--- config.mk ---
export PLATFORM = sky130hd
export DESIGN_NAME = uart_tx_engine
export DESIGN_NICKNAME = d
export VERILOG_FILES = /design/src/rtl/uart_pkg.sv /design/src/rtl/uart_tx_engine.sv
export SDC_FILE = /design/constraint.sdc
export NUM_CORES = 1
export LEC_CHECK = 0
export CAP_MARGIN = 10
export CORE_MARGIN = 5
export CORE_UTILIZATION = 50
export DETAILED_ROUTE_END_ITERATION = 8
export GPL_ROUTABILITY_DRIVEN = 0
export PLACE_DENSITY_LB_ADDON = 0.2
export SLEW_MARGIN = 20
export SYNTH_ARGS = -nofsm -noshare
export SYNTH_HDL_FRONTEND = slang
export SYNTH_SLANG_ARGS = --single-unit
--- constraint.sdc ---
create_clock -name clk -period 1.9 [get_ports clk]
set_input_delay 0.19 -clock clk [delete_from_list [all_inputs] [get_ports clk]]
set_output_delay 0.19 -clock clk [all_outputs]
set_load 0.05 [all_outputs]
--- src/rtl/uart_pkg.sv ---
// ---------------------------------------------------------------------------
// uart_pkg
//   Shared definitions for the UART transmit/receive blocks.
//   - tx_state_e   : transmit FSM state encoding
//   - PARITY_*     : values for the PARITY parameter
//   - frame_bits() : total bit periods in one frame for a given framing
// ---------------------------------------------------------------------------
package uart_pkg;

  typedef enum logic [2:0] {
    ST_IDLE   = 3'd0,
    ST_START  = 3'd1,
    ST_DATA   = 3'd2,
    ST_PARITY = 3'd3,
    ST_STOP   = 3'd4
  } tx_state_e;

  localparam int PARITY_NONE = 0;
  localparam int PARITY_ODD  = 1;
  localparam int PARITY_EVEN = 2;

  // start + payload + optional parity + stop bits
  function automatic int frame_bits(input int data_bits, input int parity,
                                    input int stop_bits);
    return 1 + data_bits + ((parity != PARITY_NONE) ? 1 : 0) + stop_bits;
  endfunction

endpackage

--- src/rtl/uart_tx_engine.sv ---
// ---------------------------------------------------------------------------
// uart_tx_engine
//   Oversampled UART transmitter. Serialises a word as start bit, DATA_BITS
//   payload bits LSB first, optional parity bit and STOP_BITS stop bits.
//   Bit timing is SAMPLE_RATIO pulses of the external sample_tick per bit.
//   A one-entry holding register in front of the shifter lets the producer
//   queue the next word while a frame is on the line, so consecutive frames
//   follow with no idle bits.
//
// Ports
//   clk          system clock
//   rst          asynchronous reset, active high
//   sample_tick  one-clk enable at baud * SAMPLE_RATIO
//   tx_data      word to send, captured when tx_valid && tx_ready
//   tx_valid     producer has a word
//   tx_ready     holding register empty
//   dout         serial line, idle high (registered)
//   busy         frame in progress (START .. STOP)
//   tx_done      one-clk pulse after the last stop bit has been sent
// ---------------------------------------------------------------------------
module uart_tx_engine
  import uart_pkg::*;
#(
  parameter int DATA_BITS    = 8,
  parameter int SAMPLE_RATIO = 16,
  parameter int PARITY       = PARITY_NONE,
  parameter int STOP_BITS    = 1
) (
  input  logic                 clk,
  input  logic                 rst,
  input  logic                 sample_tick,
  input  logic [DATA_BITS-1:0] tx_data,
  input  logic                 tx_valid,
  output logic                 tx_ready,
  output logic                 dout,
  output logic                 busy,
  output logic                 tx_done
);

  localparam int TW = $clog2(SAMPLE_RATIO);
  localparam int BW = $clog2(DATA_BITS + 1);

  localparam logic [TW-1:0] LAST_TICK = TW'(SAMPLE_RATIO - 1);
  localparam logic [BW-1:0] LAST_DATA = BW'(DATA_BITS - 1);
  localparam logic [BW-1:0] LAST_STOP = BW'(STOP_BITS - 1);

  // holding register
  logic                 buf_full_q;
  logic [DATA_BITS-1:0] buf_q;

  // FSM / shifter state
  tx_state_e            state_q, state_n;
  logic [TW-1:0]        tick_q,  tick_n;
  logic [BW-1:0]        bit_q,   bit_n;    // data index in DATA, stop index in STOP
  logic [DATA_BITS-1:0] shift_q, shift_n;
  logic                 par_q,   par_n;
  logic                 pend_q,  pend_n;   // shifter loaded in IDLE, waiting for a tick
  logic                 dout_q,  dout_n;
  logic                 done_q,  done_n;

  logic accept, bit_end, frame_end, load, par_calc;

  assign accept    = tx_valid && !buf_full_q;
  assign bit_end   = sample_tick && (tick_q == LAST_TICK);
  assign frame_end = (state_q == ST_STOP) && bit_end && (bit_q == LAST_STOP);

  // The shifter takes the buffered word either when idle and empty, or on the
  // very tick the final stop bit finishes so the next start bit follows at once.
  assign load      = buf_full_q && (((state_q == ST_IDLE) && !pend_q) || frame_end);

  // Parity over the whole word at load time; odd parity inverts the XOR.
  assign par_calc  = (^buf_q) ^ (PARITY == PARITY_ODD);

  assign tx_ready  = !buf_full_q;
  assign busy      = (state_q != ST_IDLE);
  assign dout      = dout_q;
  assign tx_done   = done_q;

  // -------------------------------------------------------------------------
  // Holding register. accept and load are mutually exclusive: accept needs an
  // empty buffer, load needs a full one, so the buffer is never double-loaded.
  // -------------------------------------------------------------------------
  always_ff @(posedge clk or posedge rst) begin
    if (rst) begin
      buf_full_q <= 1'b0;
      buf_q      <= '0;
    end else if (accept) begin
      buf_full_q <= 1'b1;
      buf_q      <= tx_data;
    end else if (load) begin
      buf_full_q <= 1'b0;
    end
  end

  // -------------------------------------------------------------------------
  // FSM state register
  // -------------------------------------------------------------------------
  always_ff @(posedge clk or posedge rst) begin
    if (rst) begin
      state_q <= ST_IDLE;
      tick_q  <= '0;
      bit_q   <= '0;
      shift_q <= '0;
      par_q   <= 1'b0;
      pend_q  <= 1'b0;
      dout_q  <= 1'b1;
      done_q  <= 1'b0;
    end else begin
      state_q <= state_n;
      tick_q  <= tick_n;
      bit_q   <= bit_n;
      shift_q <= shift_n;
      par_q   <= par_n;
      pend_q  <= pend_n;
      dout_q  <= dout_n;
      done_q  <= done_n;
    end
  end

  // -------------------------------------------------------------------------
  // Next state / outputs. dout_n only moves on a tick, so the line changes
  // only on tick edges and freezes whenever sample_tick is held low.
  // -------------------------------------------------------------------------
  always_comb begin
    state_n = state_q;
    tick_n  = tick_q;
    bit_n   = bit_q;
    shift_n = shift_q;
    par_n   = par_q;
    pend_n  = pend_q;
    dout_n  = dout_q;
    done_n  = 1'b0;

    if (load) begin
      shift_n = buf_q;
      par_n   = par_calc;
      pend_n  = 1'b1;
    end

    // tick counter runs only inside a frame and wraps at each bit boundary
    if (sample_tick && (state_q != ST_IDLE))
      tick_n = bit_end ? '0 : tick_q + TW'(1);

    unique case (state_q)
      ST_IDLE: begin
        if (sample_tick && pend_q) begin
          state_n = ST_START;
          tick_n  = '0;
          pend_n  = 1'b0;
          dout_n  = 1'b0;
        end
      end

      ST_START: begin
        if (bit_end) begin
          state_n = ST_DATA;
          bit_n   = '0;
          dout_n  = shift_q[0];
        end
      end

      ST_DATA: begin
        if (bit_end) begin
          if (bit_q == LAST_DATA) begin
            bit_n = '0;
            if (PARITY != PARITY_NONE) begin
              state_n = ST_PARITY;
              dout_n  = par_q;
            end else begin
              state_n = ST_STOP;
              dout_n  = 1'b1;
            end
          end else begin
            // bit 0 is already on the line; shift and present the next one
            bit_n   = bit_q + BW'(1);
            shift_n = shift_q >> 1;
            dout_n  = shift_q[1];
          end
        end
      end

      ST_PARITY: begin
        if (bit_end) begin
          state_n = ST_STOP;
          bit_n   = '0;
          dout_n  = 1'b1;
        end
      end

      ST_STOP: begin
        if (bit_end) begin
          if (bit_q == LAST_STOP) begin
            done_n = 1'b1;
            bit_n  = '0;
            if (buf_full_q) begin
              // chained frame: start bit begins on this same tick edge
              state_n = ST_START;
              pend_n  = 1'b0;
              dout_n  = 1'b0;
            end else begin
              state_n = ST_IDLE;
              dout_n  = 1'b1;
            end
          end else begin
            bit_n = bit_q + BW'(1);
          end
        end
      end

      default: begin
        state_n = ST_IDLE;
        dout_n  = 1'b1;
      end
    endcase
  end

endmodule

## Word-level counts from Yosys, hierarchy flattened

Index checks and enable logic that the tools add are counted.

| word-level totals | value |
|---|---|
| word-level logic and storage cells | 88 |
| bits in registers | 31 |
| input port bits | 12 |
| output and inout bits | 4 |

| operators by class | value |
|---|---|
| eq/ne operators | 14 |
| reduce and logical (&&, ||, !) cells | 20 |
| $add $sub $neg | 2 |
| mux-type cells | 43 |

Operators by type and width:

| operator | count |
|---|---|
| two-way mux 4 bit | 9 |
| two-way mux 8 bit | 4 |
| two-way mux 3 bit | 7 |
| two-way mux 1 bit | 19 |
| one-hot mux 3 bit (5 select lines) | 1 |
| one-hot mux 4 bit (3 select lines) | 1 |
| != test 2 bit (second input constant) | 5 |
| adder 4 x 1 -> 4 bit (second input constant) | 2 |
| logical AND 1 bit | 8 |
| AND reduction 7 bit | 1 |
| equality test 3 x 2 -> 1 bit (second input constant) | 2 |
| != test 2 x 1 -> 1 bit (second input constant) | 3 |
| AND reduction 6 bit | 1 |
| nonzero test 3 bit | 2 |
| one-hot mux 1 bit (5 select lines) | 1 |
| equality test 4 x 3 -> 1 bit (second input constant) | 1 |
| equality test 4 bit (second input constant) | 1 |
| logical NOT 4 bit | 1 |
| AND reduction 4 bit | 1 |
| equality test 3 x 1 -> 1 bit (second input constant) | 1 |
| equality test 3 bit (second input constant) | 1 |
| logical NOT 3 bit | 1 |
| logical NOT 1 bit | 2 |
| one-hot mux 1 bit (2 select lines) | 1 |
| 3 further kinds | 3 |

## Logic depth before layout (Yosys ltp)

| logic depth | value |
|---|---|
| depth after elaboration | 11 |
| gate-level depth with buffers | 7 |
| depth with buffers taken out | 6 |

## Worst setup path after synthesis

No wires, ideal clock.

| timing path | value |
|---|---|
| path type | register to register |
| start point | register bit_q[0] |
| end point | register shift_q[6] |
| buffers on the path | 2 |
| stages on the path, launching flop included | 8 |
| library setup time | 134 ps |
| arrival | 1689 ps |
| path slack | 77 ps |
| period minus slack after synthesis | 1823 ps |
| path through | dfrtp_1 -> ha_1 -> and3b_4 -> or4_1 -> buf_2 -> buf_6 -> nor2_2 -> a31oi_2 |

| on the way | value |
|---|---|
| longest elaborated chain between the ends | 8 |
| elaborated cells on any way between the ends | 9 |
| classes of those cells | eq/ne (1); mux (4); reduce/logical (4) |

RTL lines:

| item | RTL line | RTL |
|---|---|---|
| start, declared | uart_tx_engine.sv:54 | `logic [BW-1:0] bit_q, bit_n;` |
| start signal, assigned | uart_tx_engine.sv:111 | `bit_q <= bit_n;` |
| logical NOT 4 bit | uart_tx_engine.sv:65 | `assign frame_end = (state_q == ST_STOP) && bit_end && (bit_q == LAST_STOP);` |
| logical AND 1 bit | uart_tx_engine.sv:65 |  |
| logical OR 1 bit | uart_tx_engine.sv:69 | `assign load = buf_full_q && (((state_q == ST_IDLE) && !pend_q) \|\| frame_end);` |
| logical AND 1 bit | uart_tx_engine.sv:69 |  |
| two-way mux 8 bit | uart_tx_engine.sv:134 | `if (load) begin` |
| two-way mux 8 bit | uart_tx_engine.sv:164 | `if (bit_q == LAST_DATA) begin` |
| two-way mux 8 bit | uart_tx_engine.sv:163 | `if (bit_end) begin` |
| two-way mux 8 bit (*) | uart_tx_engine.sv:144 | `unique case (state_q)` |
| via shift_n[6] | uart_tx_engine.sv:55 | `logic [DATA_BITS-1:0] shift_q, shift_n;` |
| end signal, assigned | uart_tx_engine.sv:112 | `shift_q <= shift_n;` |
| end, declared | uart_tx_engine.sv:55 |  |

Mark *: on every way through the listed nets, which the timed path passes. The rest lies on a longest branch.
A chain may end at the register's enable or synchronous reset.

## Final worst setup path

| timing path | value |
|---|---|
| start point | register bit_q[0] |
| end point | register shift_q[2] |

The elaborated chain is that of the path after synthesis.

==> summary.md <==
### Outcome
• **outcome** finished clean

### Routing
• **count of routing violations after the opening detailed-route iteration** 95
• **via/cell ratio** 5.66
• **amount of wire on met3 after detailed routing** 183 um
• **remaining number of nets flagged by the antenna check after routing** 0
• **highest metal layer with signal wires** met4
• **sum of routed wire length over all layers** 3230 um
• **DR DRC count** 0
• **wire length the detailed router placed on met1** 1420 um
• **TritonRoute pass-1 iters** 4
• **DR vias** 1,325
• **average wire length per cell after detail routing** 13.8 um
• **amount of wire on met2 after detailed routing** 1570 um

### Logic synthesis
• **synthesis-stage register bit count** 31
• **cell taking the most area after synthesis** sky130_fd_sc_hd__dfrtp_1
• **sequential area share after synthesis** 47.4%
• **fraction of post-synthesis cell area in the top cell type by area** 45.8%
• **Mean Syn Cell Area** 10.1 um^2
• **Most used DFF post-synth** sky130_fd_sc_hd__dfrtp_1
• **instance count of the mapped netlist** 162
• **Post-synth EDFFs** 0
• **yosys warns** 0
• **Syn Nets** 177
• **summed instance area of the synthesized netlist** 1640 um^2
• **dominant cells by area after synthesis** sky130_fd_sc_hd__dfrtp_1 (46%), sky130_fd_sc_hd__mux2_2 (6.2%), sky130_fd_sc_hd__o21ai_0 (5.8%), sky130_fd_sc_hd__nand3_1 (3.7%), sky130_fd_sc_hd__a31oi_1 (2.7%)
• **number of distinct library cell variants in the gate-level netlist after synthesis** 46
• **proportion of register bits with asynchronous set or reset after synthesis** 100%

### Flow run
• **max-cap viol count** 0

### STA
• **relative max-transition margin** 67.0%
• **RSZ-0062 raised after global routing** false
• **highest achievable clock rate** 559 MHz
• **max-slew violation count** 0
• **final worst path period need** 1.79 ns
• **measured slew at the worst slew-check pin** 0.493 ns
• **Tcrit/Tclk final** 94.2%
• **number of failing hold endpoints at the final stage** 0
• **final setup vio count** 0
• **worst hold slack after final layout** 0.225 ns
• **Clock Skews** 0.00368 ns

### Power
• **Max rail drop VDD** 758 uV
• **Sw Pwr** 1110 uW
• **Pint** 1640 uW
• **overall power consumption** 2750 uW
• **switching share of total power** 40.5%
• **reported leakage power** 0.000828 uW
• **Clk pwr share** 12.8%
• **power density relative to cell area** 1400 nW/um^2
• **combinational share of power** 44.3%
• **Seq pwr share** 43.0%

### Global routing
• **pin count of the biggest net entering global routing** 32
• **total gr overflow** 0
• **initial antenna violation count** 0
• **vias in the first global route** 1,239
• **wire length of the first global-routing pass** 5580 um
• **GRT Util Overall** 16.8%

### Placed design
• **detailed-placement wirelength estimate** 2370 um
• **quantity of I/O buffers inserted on ports** 15

### Setup path
• **Critical Path Slowest Stage Cell** sky130_fd_sc_hd__or4_4
• **kind of capture point of the worst setup path** register
• **Worst Path Max Fanout** 15
• **CP max stage delay** 0.52 ns
• **R2R Setup Slk** 0.11 ns
• **arrival time at the worst endpoint** 2.00 ns
• **worst setup path class** reg2reg
• **worst path required time** 2.11 ns
• **Setup crit start kind** register
• **ordered cell list for the critical path** ha_1, and3b_4, or4_4, buf_6, nor2_1, a31oi_1

### Clock network
• **H-tree lvl count** 2
• **Clock Tree Root** sky130_fd_sc_hd__clkbuf_4
• **TritonCTS clock tree** done
• **Hold Buf Count CTS** 0
• **Clk Latency, worst-skew pair** 0.33 ns
• **maximum clock path buffer count** 2
• **clock input transition at the sequential cells of the worst setup and hold paths** 0.09 ns
• **TritonCTS sink count** 31
• **CTS Buf Count** 5

### Layout
• **number of antenna cells inserted** 0
• **layout net count** 204
• **Core Util, Final** 63.3%
• **post-synthesis to final-layout area growth** 19.8%
• **final-layout fill cell count** 286
• **ratio of cells with drive above 1 in the final layout** 27.9%

### Min path
• **class of the tightest hold or removal check** in2async

### Floorplan
• **starting density of the core** 52.9%
• **Die H** 67.3 um
• **full die area** 4530 um^2
• **Top-Level Pins** 16
• **Core ar.** 3100 um^2
• **die boundary width** 67.3 um
• **cell row count** 20

[repair_timing]
action / CTS / global route
pin swaps: 0 / 0
setup endpoints to repair: 1 / 9
gates resized for setup: 1 / 4
setup buffers: 0 / 1
[power by group through the flow]
| stage | Clock (uW) | Combinational [uW] | Sequential (uW) |
|---|---|---|---|
| after CTS | 368 | 1190 | 1190 |
| final | 352 | 1220 | 1180 |
| after floorplan | 0 | 877 | 1130 |
| after global routing | 416 | 1340 | 1230 |
| after detailed placement | 0 | 1180 | 1200 |
| after global placement | 0 | 1140 | 1180 |
[final timing paths]
| path | startpoint | endpoint | cells past startpoint |
|---|---|---|---|
| min in group clk | tx_valid | buf_full_q$_DFFE_PP0P_ | 3 |
| hold reg to reg | buf_q[0]$_DFFE_PP0P_ | buf_q[0]$_DFFE_PP0P_ | 1 |
| max in group asynchronous | rst | dout$_DFFE_PP1P_ | 3 |
| setup / recovery | bit_q[0]$_DFFE_PP0P_ | shift_q[2]$_DFF_PP0_ | 6 |
| setup reg to reg | bit_q[0]$_DFFE_PP0P_ | shift_q[2]$_DFF_PP0_ | 6 |
| hold / removal | rst | tick_q[1]$_DFF_PP0_ | 3 |
[layout make-up]
class	instances	area (um^2)	share of cell area, %
clock inverters	1	5.00	0.255
clock buffers	7	45.0	2.29
inverters	6	22.5	1.15
well taps	44	55.1	2.80
flip-flops and latches	31	777	39.6
multi-input cells	116	808	41.1
repair buffers	29	251	12.8
[registers in the layout, summed over array words and instances (netlist names), 3 cells and up]
signal   cells
bit_q        4
buf_q        8
shift_q      8
state_q      3
tick_q       4
[per-stage QoR]
stage / instance area, um^2 / setup TNS [ns] / setup WS (ns) / std cells
CTS: 1940 / 0 / 0.0156 / 233
detailed placement: 1880 / -0.0434 / -0.0332 / 225
finish: 1960 / 0 / 0.110 / 234
global placement: 1880 / 0 / 0.0374 / 225
global route: 1960 / 0 / 0.0254 / 234
floorplan: 1640 / 0 / 0.0770 / 162
[per-layer routing]
metal,vias up,GRT usage [%]
met5,-,0
met4,0,6.84
met3,7,5.49
met2,40,26.3
met1,623,21.3
li1,655,-
[cell families (layout without fill, tap and decap cells)]
logic type | count (synthesis) | in the layout | synth area share (%)
compound gates | 51 | 51 | 20.4
fa+ha+maj | 3 | 3 | 2.29
buf+inv | 15 | 43 | 4.81
flops | 31 | 31 | 47.4
mux | 10 | 10 | 6.79
simple gates | 52 | 52 | 18.3
[synth_stat cells (2+ instances only)]
| master | n |
|---|---|
| sky130_fd_sc_hd__nand3_1 | 12 |
| sky130_fd_sc_hd__o21ai_0 | 19 |
| sky130_fd_sc_hd__a21oi_1 | 6 |
| sky130_fd_sc_hd__nor2_1 | 11 |
| sky130_fd_sc_hd__nor2b_1 | 3 |
| sky130_fd_sc_hd__nand2_1 | 8 |
| sky130_fd_sc_hd__nor2_2 | 3 |
| sky130_fd_sc_hd__clkbuf_1 | 3 |
| sky130_fd_sc_hd__mux2_2 | 9 |
| sky130_fd_sc_hd__nor3_1 | 2 |
| sky130_fd_sc_hd__buf_6 | 2 |
| sky130_fd_sc_hd__o22ai_1 | 4 |
| sky130_fd_sc_hd__a31oi_2 | 3 |
| sky130_fd_sc_hd__ha_1 | 3 |
| sky130_fd_sc_hd__inv_1 | 5 |
| sky130_fd_sc_hd__a31oi_1 | 7 |
| sky130_fd_sc_hd__dfrtp_1 | 30 |
| sky130_fd_sc_hd__buf_2 | 3 |
| sky130_fd_sc_hd__nor3b_1 | 2 |
[worst max-delay path, delay by kind of cell, from the launching register on]
family | cells | cell delay (ns)
adder cells (fa/ha/maj) | 1 | 0.23
buffers and inverters | 1 | 0.17
AO/OA/AOI/OAI | 1 | 0.05
flip-flops | 1 | 0.41
AND/OR/NAND/NOR | 3 | 0.81
[cells in the final DEF, fill, tap and decap left out, types with 2 or more instances in the layout]
cell type,n
sky130_fd_sc_hd__a21oi_1,6
sky130_fd_sc_hd__a31oi_1,6
sky130_fd_sc_hd__a31oi_2,3
sky130_fd_sc_hd__buf_4,16
sky130_fd_sc_hd__clkbuf_1,2
sky130_fd_sc_hd__clkbuf_4,5
sky130_fd_sc_hd__clkdlybuf4s50_1,12
sky130_fd_sc_hd__dfrtp_1,30
sky130_fd_sc_hd__ha_1,3
sky130_fd_sc_hd__inv_1,5
sky130_fd_sc_hd__mux2_2,9
sky130_fd_sc_hd__nand2_1,8
sky130_fd_sc_hd__nand3_1,11
sky130_fd_sc_hd__nor2_1,11
sky130_fd_sc_hd__nor2_2,3
sky130_fd_sc_hd__nor2b_1,3
sky130_fd_sc_hd__nor3_1,2
sky130_fd_sc_hd__nor3b_1,2
sky130_fd_sc_hd__o21ai_0,19
sky130_fd_sc_hd__o22ai_1,4
Power figures use the tool's default switching activity.
